$ cat config.mk
export PLATFORM = sky130hd
export DESIGN_NAME = dmem_responder
export DESIGN_NICKNAME = d
export VERILOG_FILES = /design/src/rtl/dmem_pkg.sv /design/src/rtl/dmem_load_align.sv /design/src/rtl/dmem_responder.sv
export SDC_FILE = /design/constraint.sdc
export NUM_CORES = 1
export LEC_CHECK = 0
export CORE_AREA = 2 2 110 112
export CTS_BUF_LIST = sky130_fd_sc_hd__clkbuf_8
export DETAILED_ROUTE_END_ITERATION = 6
export DIE_AREA = 0 0 112 114
export PLACE_DENSITY = 0.78
export SLEW_MARGIN = 20
export SYNTH_ARGS = -nofsm -noshare
export SYNTH_HDL_FRONTEND = slang
export SYNTH_HIERARCHICAL = 1
export SYNTH_SLANG_ARGS = --single-unit
$ cat constraint.sdc
create_clock -name clk -period 5.6 [get_ports clk]
set_input_delay 0.56 -clock clk [delete_from_list [all_inputs] [get_ports clk]]
set_output_delay 0.56 -clock clk [all_outputs]
set_load 0.03 [all_outputs]
$ cat src/rtl/dmem_pkg.sv
// rtl/dmem_pkg.sv - shared FSM encoding, funct3 constants and strobe patterns for dmem_responder
package dmem_pkg;

    typedef enum logic [1:0] {
        ST_IDLE    = 2'd0,
        ST_RD_WAIT = 2'd1,
        ST_WR_WAIT = 2'd2,
        ST_RESP    = 2'd3
    } dmem_state_t;

    // funct3 encodings (loads and stores share the low two size bits)
    localparam logic [2:0] F3_B  = 3'b000;
    localparam logic [2:0] F3_H  = 3'b001;
    localparam logic [2:0] F3_W  = 3'b010;
    localparam logic [2:0] F3_BU = 3'b100;
    localparam logic [2:0] F3_HU = 3'b101;

    localparam logic [1:0] SZ_B = 2'b00;
    localparam logic [1:0] SZ_H = 2'b01;
    localparam logic [1:0] SZ_W = 2'b10;

    localparam logic [3:0] STRB_B = 4'b0001;
    localparam logic [3:0] STRB_H = 4'b0011;
    localparam logic [3:0] STRB_W = 4'b1111;

    // Size code 2'b11 has no legal access, so it is flagged like a misalignment.
    function automatic logic misaligned(input logic [1:0] size, input logic [1:0] off);
        case (size)
            SZ_B:    misaligned = 1'b0;
            SZ_H:    misaligned = off[0];
            SZ_W:    misaligned = (off != 2'b00);
            default: misaligned = 1'b1;
        endcase
    endfunction

    function automatic logic [3:0] strobe(input logic [1:0] size, input logic [1:0] off);
        case (size)
            SZ_B:    strobe = STRB_B << off;
            SZ_H:    strobe = STRB_H << off;
            default: strobe = STRB_W;
        endcase
    endfunction

endpackage

$ cat src/rtl/dmem_load_align.sv
// rtl/dmem_load_align.sv - byte-lane extraction and sign/zero extension of load data
module dmem_load_align
    import dmem_pkg::*;
(
    input  logic [31:0] i_word,
    input  logic [1:0]  i_off,
    input  logic [2:0]  i_funct3,
    output logic [31:0] o_data
);

    logic [31:0] lane;

    // Shift the addressed lane down to bit 0, then extend by size and signedness
    always_comb begin
        lane = i_word >> {i_off, 3'b000};
        case (i_funct3[1:0])
            SZ_B:    o_data = i_funct3[2] ? {24'd0, lane[7:0]}  : {{24{lane[7]}}, lane[7:0]};
            SZ_H:    o_data = i_funct3[2] ? {16'd0, lane[15:0]} : {{16{lane[15]}}, lane[15:0]};
            default: o_data = i_word;
        endcase
    end

endmodule

$ cat src/rtl/dmem_responder.sv
// rtl/dmem_responder.sv - core data-port responder with wait/timeout FSM; optional posted store buffer via DMEM_STORE_BUFFER_EN
module dmem_responder
    import dmem_pkg::*;
#(
    parameter int ADDR_W      = 12,
    parameter int TIMEOUT_CYC = 16
) (
    input  logic              clk,
    input  logic              reset,
    input  logic [ADDR_W-1:0] i_addr,
    input  logic [31:0]       i_wdata,
    input  logic              i_ld,
    input  logic              i_sw,
    input  logic [2:0]        i_funct3,
    output logic [31:0]       o_rdata,
    output logic              o_stall,
    output logic              o_err,
    output logic              o_mem_req,
    output logic              o_mem_we,
    output logic [ADDR_W-3:0] o_mem_addr,
    output logic [31:0]       o_mem_wdata,
    output logic [3:0]        o_mem_wstrb,
    input  logic              i_mem_ack,
    input  logic [31:0]       i_mem_rdata
);

`ifdef DMEM_STORE_BUFFER_EN
    localparam logic POSTED = 1'b1;
`else
    localparam logic POSTED = 1'b0;
`endif

    localparam int CNT_W = $clog2(TIMEOUT_CYC + 1);
    localparam logic [CNT_W-1:0] CNT_MAX = CNT_W'(TIMEOUT_CYC);

    dmem_state_t       state_q, state_d;
    logic [ADDR_W-1:0] addr_q, addr_d;
    logic [2:0]        funct3_q, funct3_d;
    logic [31:0]       wdata_q, wdata_d;
    logic [3:0]        wstrb_q, wstrb_d;
    logic [31:0]       rdata_q, rdata_d;
    logic              err_q, err_d;
    logic [CNT_W-1:0]  cnt_q, cnt_d;
    logic [CNT_W-1:0]  cnt_inc;
    logic [31:0]       load_data;
    logic              bad_access;

    dmem_load_align u_load_align (
        .i_word   (i_mem_rdata),
        .i_off    (addr_q[1:0]),
        .i_funct3 (funct3_q),
        .o_data   (load_data)
    );

    // Next-state, captured access fields and core stall
    always_comb begin
        state_d  = state_q;
        addr_d   = addr_q;
        funct3_d = funct3_q;
        wdata_d  = wdata_q;
        wstrb_d  = wstrb_q;
        rdata_d  = rdata_q;
        err_d    = 1'b0;
        cnt_d    = cnt_q;
        cnt_inc  = cnt_q + 1'b1;
        o_stall  = 1'b0;
        bad_access = (i_ld && i_sw) ||
                     ((i_ld || i_sw) && misaligned(i_funct3[1:0], i_addr[1:0]));
        case (state_q)
            ST_IDLE: begin
                cnt_d = '0;
                if (bad_access) begin
                    err_d   = 1'b1;
                    rdata_d = '0;
                end else if (i_ld) begin
                    o_stall  = 1'b1;
                    addr_d   = i_addr;
                    funct3_d = i_funct3;
                    wstrb_d  = '0;
                    state_d  = ST_RD_WAIT;
                end else if (i_sw) begin
                    o_stall  = !POSTED;
                    addr_d   = i_addr;
                    funct3_d = i_funct3;
                    wdata_d  = i_wdata << {i_addr[1:0], 3'b000};
                    wstrb_d  = strobe(i_funct3[1:0], i_addr[1:0]);
                    state_d  = ST_WR_WAIT;
                end
            end
            ST_RD_WAIT, ST_WR_WAIT: begin
                // A posted store only holds the core if it presents a new access.
                if (POSTED && state_q == ST_WR_WAIT) begin
                    o_stall = i_ld || i_sw;
                end else begin
                    o_stall = 1'b1;
                end
                if (i_mem_ack || cnt_inc == CNT_MAX) begin
                    if (i_mem_ack) begin
                        cnt_d = '0;
                        if (state_q == ST_RD_WAIT) rdata_d = load_data;
                    end else begin
                        cnt_d = cnt_inc;
                        err_d = 1'b1;
                        if (state_q == ST_RD_WAIT) rdata_d = '0;
                    end
                    wstrb_d = '0;
                    // A drained posted store returns straight to IDLE so a held access is taken next cycle.
                    state_d = (POSTED && state_q == ST_WR_WAIT) ? ST_IDLE : ST_RESP;
                end else begin
                    cnt_d = cnt_inc;
                end
            end
            default: begin
                cnt_d   = '0;
                state_d = ST_IDLE;
            end
        endcase
    end

    // State and access registers, cleared by the asynchronous reset
    always_ff @(posedge clk or posedge reset) begin
        if (reset) begin
            state_q  <= ST_IDLE;
            addr_q   <= '0;
            funct3_q <= '0;
            wdata_q  <= '0;
            wstrb_q  <= '0;
            rdata_q  <= '0;
            err_q    <= 1'b0;
            cnt_q    <= '0;
        end else begin
            state_q  <= state_d;
            addr_q   <= addr_d;
            funct3_q <= funct3_d;
            wdata_q  <= wdata_d;
            wstrb_q  <= wstrb_d;
            rdata_q  <= rdata_d;
            err_q    <= err_d;
            cnt_q    <= cnt_d;
        end
    end

    assign o_rdata     = rdata_q;
    assign o_err       = err_q;
    assign o_mem_req   = (state_q == ST_RD_WAIT) || (state_q == ST_WR_WAIT);
    assign o_mem_we    = (state_q == ST_WR_WAIT);
    assign o_mem_addr  = addr_q[ADDR_W-1:2];
    assign o_mem_wdata = wdata_q;
    assign o_mem_wstrb = wstrb_q;

endmodule

==> results of run 1 <==
## area by class of cell
class                   instances  area, sq um
clock inverters                 6         57.6
repair buffers                171         1700
fillers                      1023         4770
multi-input cells             357         2550
inverters                      12         46.3
flip-flops and latches         91         2280
well taps                     147          184
clock buffers                  10          138
## metrics by stage
step	std cells	utilization	setup WS, ns	power (mW)	hold slack [ns]
after floorplan	509	-	2.68	2.67	0.448
after global placement	778	0.576	1.94	3.33	0.461
after detailed placement	778	0.576	1.83	3.38	0.467
after CTS	794	0.593	1.84	3.84	0.486
after global routing	794	0.593	1.63	4.05	0.511
final	794	0.593	1.85	3.82	0.483
## kinds of logic after synthesis
logic type,share of synthesized area
buffers and inverters,0.0611
AO/OA/AOI/OAI,0.158
XOR/XNOR,0.00682
flip-flops,0.443
AND/OR/NAND/NOR,0.141
adder cells (fa/ha/maj),0.00974
multiplexers,0.180
## cell usage in the layout (no fill, tap or decap), drive strengths merged, types with 14 or more instances in the layout
master           n
inv             14
nor2b           14
o31ai           15
nand2           65
a21oi           23
clkdlybuf4s50  165
mux2            57
dfrtp           91
nor2            17
o21ai           39
and3            32
mux2i           26
## critical path, cell delays in order
cell	delay [ns]
clkdlybuf4s50_1	0.42
buf_4	0.27
o21ai_0	0.41
nand4_2	0.54
a21oi_1	0.30
clkdlybuf4s50_1	0.69
## how the worst max path moves through the flow
stage	from	end	slack, ns
after global routing	i_addr[0]	o_stall	1.63
after floorplan	reset	addr_q[0]$_DFFE_PP0P_	2.68
final	i_addr[0]	o_stall	1.85
after global placement	i_addr[0]	o_stall	1.94
after CTS	i_addr[0]	o_stall	1.84
after detailed placement	i_addr[0]	o_stall	1.83
## power by group through the flow
stage          registers (mW)  clock network [mW]  logic (mW)
2_1_floorplan            1.44                   0        1.24
3_3_place_gp             1.11                   0        2.21
3_5_place_dp             1.13                   0        2.25
4_1_cts                  1.12               0.463        2.26
5_1_grt                  1.15               0.491        2.40
6_report                 1.12               0.446        2.26
## sequential cells by signal (all words and copies together) (netlist names)
signal       cells
o_mem_wdata     32
o_rdata         32
addr_q          12
cnt_q            5
o_mem_wstrb      4
funct3_q         3
state_q          2
o_err            1
## layer usage
layer  routed length (microns)  part of all wire  up-vias  GRT usage
li1                          -                 -     2066          -
met1                      5770              0.41     2123      0.272
met2                      6710              0.48      190      0.363
met3                      1310             0.094       15     0.0733
met4                       166             0.012        0     0.0642
met5                         0                 0        -          0
==> impl_metrics.env, run 1 <==
export IMPL_status="completed"
export IMPL_rsz0062_at_grt="no"
export IMPL_overflow=0
export IMPL_io_buffers=165
export IMPL_dp_hpwl_microns=10000
export IMPL_start_kind="input pin"
export IMPL_holdBufCountCts=0
export IMPL_whs_endpoint="o_mem_wdata[23]$_DFFE_PP0P_"
export IMPL_clk_pin_slew_worst_paths_ns=0.08
export IMPL_synth_edf_count=0
export IMPL_n_antenna_cell=0
export IMPL_drive_gt1_frac=0.127
export IMPL_rr_startpoint="state_q[1]$_DFFE_PP0P_"
export IMPL_p_switching_mw=1.68
export IMPL_synthTopCellsByCount="dfrtp_1 (91), nand2_1 (65), mux2_2 (56), and3_1 (32), o21ai_0 (28)"
export IMPL_setup_viol=0
export IMPL_ys_types=49
export IMPL_cap_violations=0
export IMPL_min_period_over_period=0.670
export IMPL_cts_tree="yes"
export IMPL_routed_wl_microns=13900
export IMPL_synthesis_nets=597
export IMPL_rr_endpoint="o_rdata[24]$_DFFE_PP0P_"
export IMPL_maxSlewHeadroom=0.271
export IMPL_syn_avg_cell_area_sq_um=10.1
export IMPL_power_density_nw_per_um2=550
export IMPL_min_path_cells=2
export IMPL_fp_dieH_microns=114
export IMPL_worst_endpoint_required_ns=5.04
export IMPL_finalInstanceArea_sq_um=6950
export IMPL_leakage_nw=3.14
export IMPL_syn2layout_area_growth_pct=35.2
export IMPL_yosys_most_used_dff="dfrtp_1"
export IMPL_die_x_microns=112
export IMPL_initial_core_util=0.439
export IMPL_ctsResizeCount=0
export IMPL_cts_made_buffers=9
export IMPL_worst_slew_pin_slew_ns=1.09
export IMPL_via_per_inst=5.53
export IMPL_syn_inst=509
export IMPL_die_area_sq_um=12800
export IMPL_synth_seq_cells=91
export IMPL_antenna_found_initial=0
export IMPL_postRouteAntennaNets=0
export IMPL_ir_drop_v=0.000299
export IMPL_yosysMostFrequentCell="dfrtp_1"
export IMPL_timing_fmax_mhz=266
export IMPL_row_count=40
export IMPL_grt_pass1_vias=4514
export IMPL_ys_top_cells_by_area="dfrtp_1 (44%), mux2_2 (12%), mux2i_1 (5.1%)"
export IMPL_htree_levels=3
export IMPL_wl_per_cell_microns=17.6
export IMPL_cts_root_buffer="clkbuf_8"
export IMPL_dpl_cell_area_sq_um=6750
export IMPL_dr_total_vias=4394
export IMPL_ys_warn_count=6
export IMPL_grt_usage=0.218
export IMPL_cts_sinks=91
export IMPL_p_comb_frac=0.591
export IMPL_reg2reg_slack_ns=2.56
export IMPL_hold_viol_final=0
export IMPL_rr_worst_depth=7
export IMPL_pin_count=166
export IMPL_core_area_sq_um=11700
export IMPL_fin_skew_ns=0.00996
export IMPL_synth_area_sq_um=5140
export IMPL_share_seq_of_total_power=0.292
export IMPL_gp_congestion=0.868
export IMPL_clk_path_buf_depth=2
export IMPL_clockPowerShare=0.117
export IMPL_worstHoldStart="o_mem_wdata[23]$_DFFE_PP0P_"
export IMPL_tns_ns=0
export IMPL_cp_max_fo=40
export IMPL_final_nets=730
export IMPL_min_period_ns=3.75
export IMPL_critPathKind="in -> out"
export IMPL_cts_setup_buffers=0
export IMPL_switching_share=0.441
export IMPL_p_int_mw=2.13
export IMPL_worstSetupEndpointType="output pin"
export IMPL_post_route_drc_count=0
export IMPL_first_iter_violations=251
export IMPL_yosysSeqAreaShare=0.443
export IMPL_dr_pass1_iters=5
export IMPL_async_flop_share=1.00
export IMPL_crit_arrival_ns=3.19
export IMPL_grt_max_degree=57
export IMPL_slew_viol_final=0
export IMPL_synth_top_area_frac=0.443
export IMPL_grt_pass1_wl_microns=22400
export IMPL_synth_area_leader_cell="dfrtp_1"
export IMPL_clock_latency_ns=0.35
export IMPL_hp_class="reg -> reg"
Power figures use the tool's default switching activity.
==> inputs of run 2 (changes only) <==
--- a/config.mk
+++ b/config.mk
@@ -5,11 +5,11 @@
 export SDC_FILE = /design/constraint.sdc
 export NUM_CORES = 1
 export LEC_CHECK = 0
-export CORE_AREA = 2 2 110 112
+export CORE_AREA = 2 2 113 115
 export CTS_BUF_LIST = sky130_fd_sc_hd__clkbuf_8
 export DETAILED_ROUTE_END_ITERATION = 6
-export DIE_AREA = 0 0 112 114
-export PLACE_DENSITY = 0.78
+export DIE_AREA = 0 0 115 117
+export PLACE_DENSITY = 0.77
 export SLEW_MARGIN = 20
 export SYNTH_ARGS = -nofsm -noshare
 export SYNTH_HDL_FRONTEND = slang
==> constraint.sdc (replaced) <==
create_clock -name clk -period 3.4 [get_ports clk]
set_input_delay 0.34 -clock clk [delete_from_list [all_inputs] [get_ports clk]]
set_output_delay 0.34 -clock clk [all_outputs]
set_load 0.03 [all_outputs]
==> impl_metrics.env, run 2 (synthesis gave the netlist of run 1 again) <==
export IMPL_path_delay_family="multiplexers"
export IMPL_grt_usage=0.215
export IMPL_wl_per_cell_microns=18.0
export IMPL_worst_path_buf_inv=0
export IMPL_core_area_sq_um=12300
export IMPL_fin_skew_ns=0.0112
export IMPL_ctsResizeCount=0
export IMPL_fp_dieH_microns=117
export IMPL_hp_class="in -> async"
export IMPL_maxSlewHeadroom=0.425
export IMPL_grt_pass1_wl_microns=22700
export IMPL_overflow=0
export IMPL_hold_viol_final=0
export IMPL_via_per_inst=5.59
export IMPL_status="completed"
export IMPL_first_iter_violations=330
export IMPL_grt_max_degree=57
export IMPL_leakage_nw=3.19
export IMPL_dr_total_vias=4488
export IMPL_cts_sinks=91
export IMPL_dr_pass1_iters=5
export IMPL_grt_pass1_vias=4444
export IMPL_initial_core_util=0.417
export IMPL_start_kind="register"
export IMPL_fill_cells=1085
export IMPL_row_count=41
export IMPL_cp_slowest_cell="a221oi_4"
export IMPL_final_common_cell="clkdlybuf4s50_1"
export IMPL_max_stage_delay_ns=0.63
export IMPL_htree_levels=3
export IMPL_die_area_sq_um=13500
export IMPL_setup_viol=0
export IMPL_cts_tree="yes"
export IMPL_holdBufCountCts=0
export IMPL_min_period_over_period=0.713
export IMPL_path_cells="mux4_2, a221oi_4, o21ai_0, and3_1, mux2_2"
export IMPL_drive_gt1_frac=0.139
export IMPL_cp_max_fo=16
export IMPL_tns_ns=0
export IMPL_holdWs_ns=0.427
export IMPL_antenna_found_initial=0
export IMPL_worstSetupEndpointType="register"
export IMPL_final_nets=736
export IMPL_postRouteAntennaNets=0
export IMPL_cap_violations=0
export IMPL_cts_made_buffers=9
export IMPL_ir_drop_v=0.000431
export IMPL_cts_setup_buffers=0
export IMPL_gp_congestion=0.931
export IMPL_clk_pin_slew_worst_paths_ns=0.09
export IMPL_dp_hpwl_microns=10500
export IMPL_post_route_drc_count=0
export IMPL_die_x_microns=115
export IMPL_cts_root_buffer="clkbuf_8"
export IMPL_power_density_nw_per_um2=923
export IMPL_io_buffers=165
export IMPL_min_period_ns=2.42
export IMPL_clock_latency_ns=0.36
export IMPL_pin_count=166
export IMPL_rsz0062_at_grt="no"
export IMPL_worst_endpoint_required_ns=3.65
export IMPL_syn2layout_area_growth_pct=37.2
export IMPL_crit_arrival_ns=2.67
export IMPL_slew_viol_final=0
export IMPL_final_cell_mix="clkdlybuf4s50_1 (164), dfrtp_1 (91), nand2_1 (65)"
export IMPL_clk_path_buf_depth=2
export IMPL_timing_fmax_mhz=413
export IMPL_regArea_sq_um=2280
export IMPL_critPathKind="reg -> reg"
export IMPL_routed_wl_microns=14500
export IMPL_worst_slew_pin_slew_ns=0.860
export IMPL_n_antenna_cell=0
export IMPL_multiInputGateArea_sq_um=2550
==> run 2: changes by cell type in the layout (fill, tap and decap cells not counted), sizes merged <==
cell           previous run  this run
clkdlybuf4s50           165       164
clkinvlp                  1         0
bufinv                    1         3
clkinv                    2         4
buf                       6        13
inv                      14        11
==> run 2: layout make-up <==
type | instances | share of cell area
clock inverters | 6 | 0.0147
inverters | 12 | 0.00657
multi-input cells | 357 | 0.361
repair buffers | 177 | 0.248
well taps | 150 | 0.0266
clock buffers | 10 | 0.0195
flip-flops and latches | 91 | 0.323
==> run 2: per-stage QoR <==
| stage | area, sq um | util | total power, mW | setup slack [ns] | cells |
|---|---|---|---|---|---|
| detailed placement | 6810 | 0.553 | 5.62 | 0.715 | 787 |
| floorplan | 5140 | - | 4.40 | 0.696 | 509 |
| global route | 7050 | 0.573 | 6.89 | 0.824 | 803 |
| global placement | 6810 | 0.553 | 5.53 | 0.773 | 787 |
| CTS | 7050 | 0.573 | 6.53 | 1.02 | 803 |
| finish | 7050 | 0.573 | 6.51 | 0.977 | 803 |
==> run 2: per-layer routing <==
layer  GRT usage  vias up  part of all wire
li1            -     2079                 -
met1       0.275     2166              0.42
met2       0.351      216              0.46
met3      0.0551       27             0.093
met4      0.0851        0             0.022
met5           0        -                 0
==> run 2: report_power, final <==
group / switching, mW / leakage (nW) / internal, mW
Sequential: 0.285 / 1.19 / 1.51
Combinational: 2.15 / 1.87 / 1.67
Clock: 0.385 / 0.127 / 0.504
Total: 2.82 / 3.19 / 3.69
==> run 2: final timing paths <==
kind | startpoint | cells after the start | slack (ns) | endpoint
worst max-delay path | addr_q[1]$_DFFE_PP0P_ | 5 | 0.98 | o_rdata[18]$_DFFE_PP0P_
worst min-delay path | reset | 2 | 0.43 | addr_q[4]$_DFFE_PP0P_
worst max register to register | addr_q[1]$_DFFE_PP0P_ | 5 | 0.98 | o_rdata[18]$_DFFE_PP0P_
worst min register to register | o_mem_wdata[15]$_DFFE_PP0P_ | 2 | 0.48 | o_mem_wdata[15]$_DFFE_PP0P_
max in group asynchronous | reset | 3 | 2.23 | o_rdata[14]$_DFFE_PP0P_
min in group clk | o_mem_wdata[15]$_DFFE_PP0P_ | 2 | 0.48 | o_mem_wdata[15]$_DFFE_PP0P_
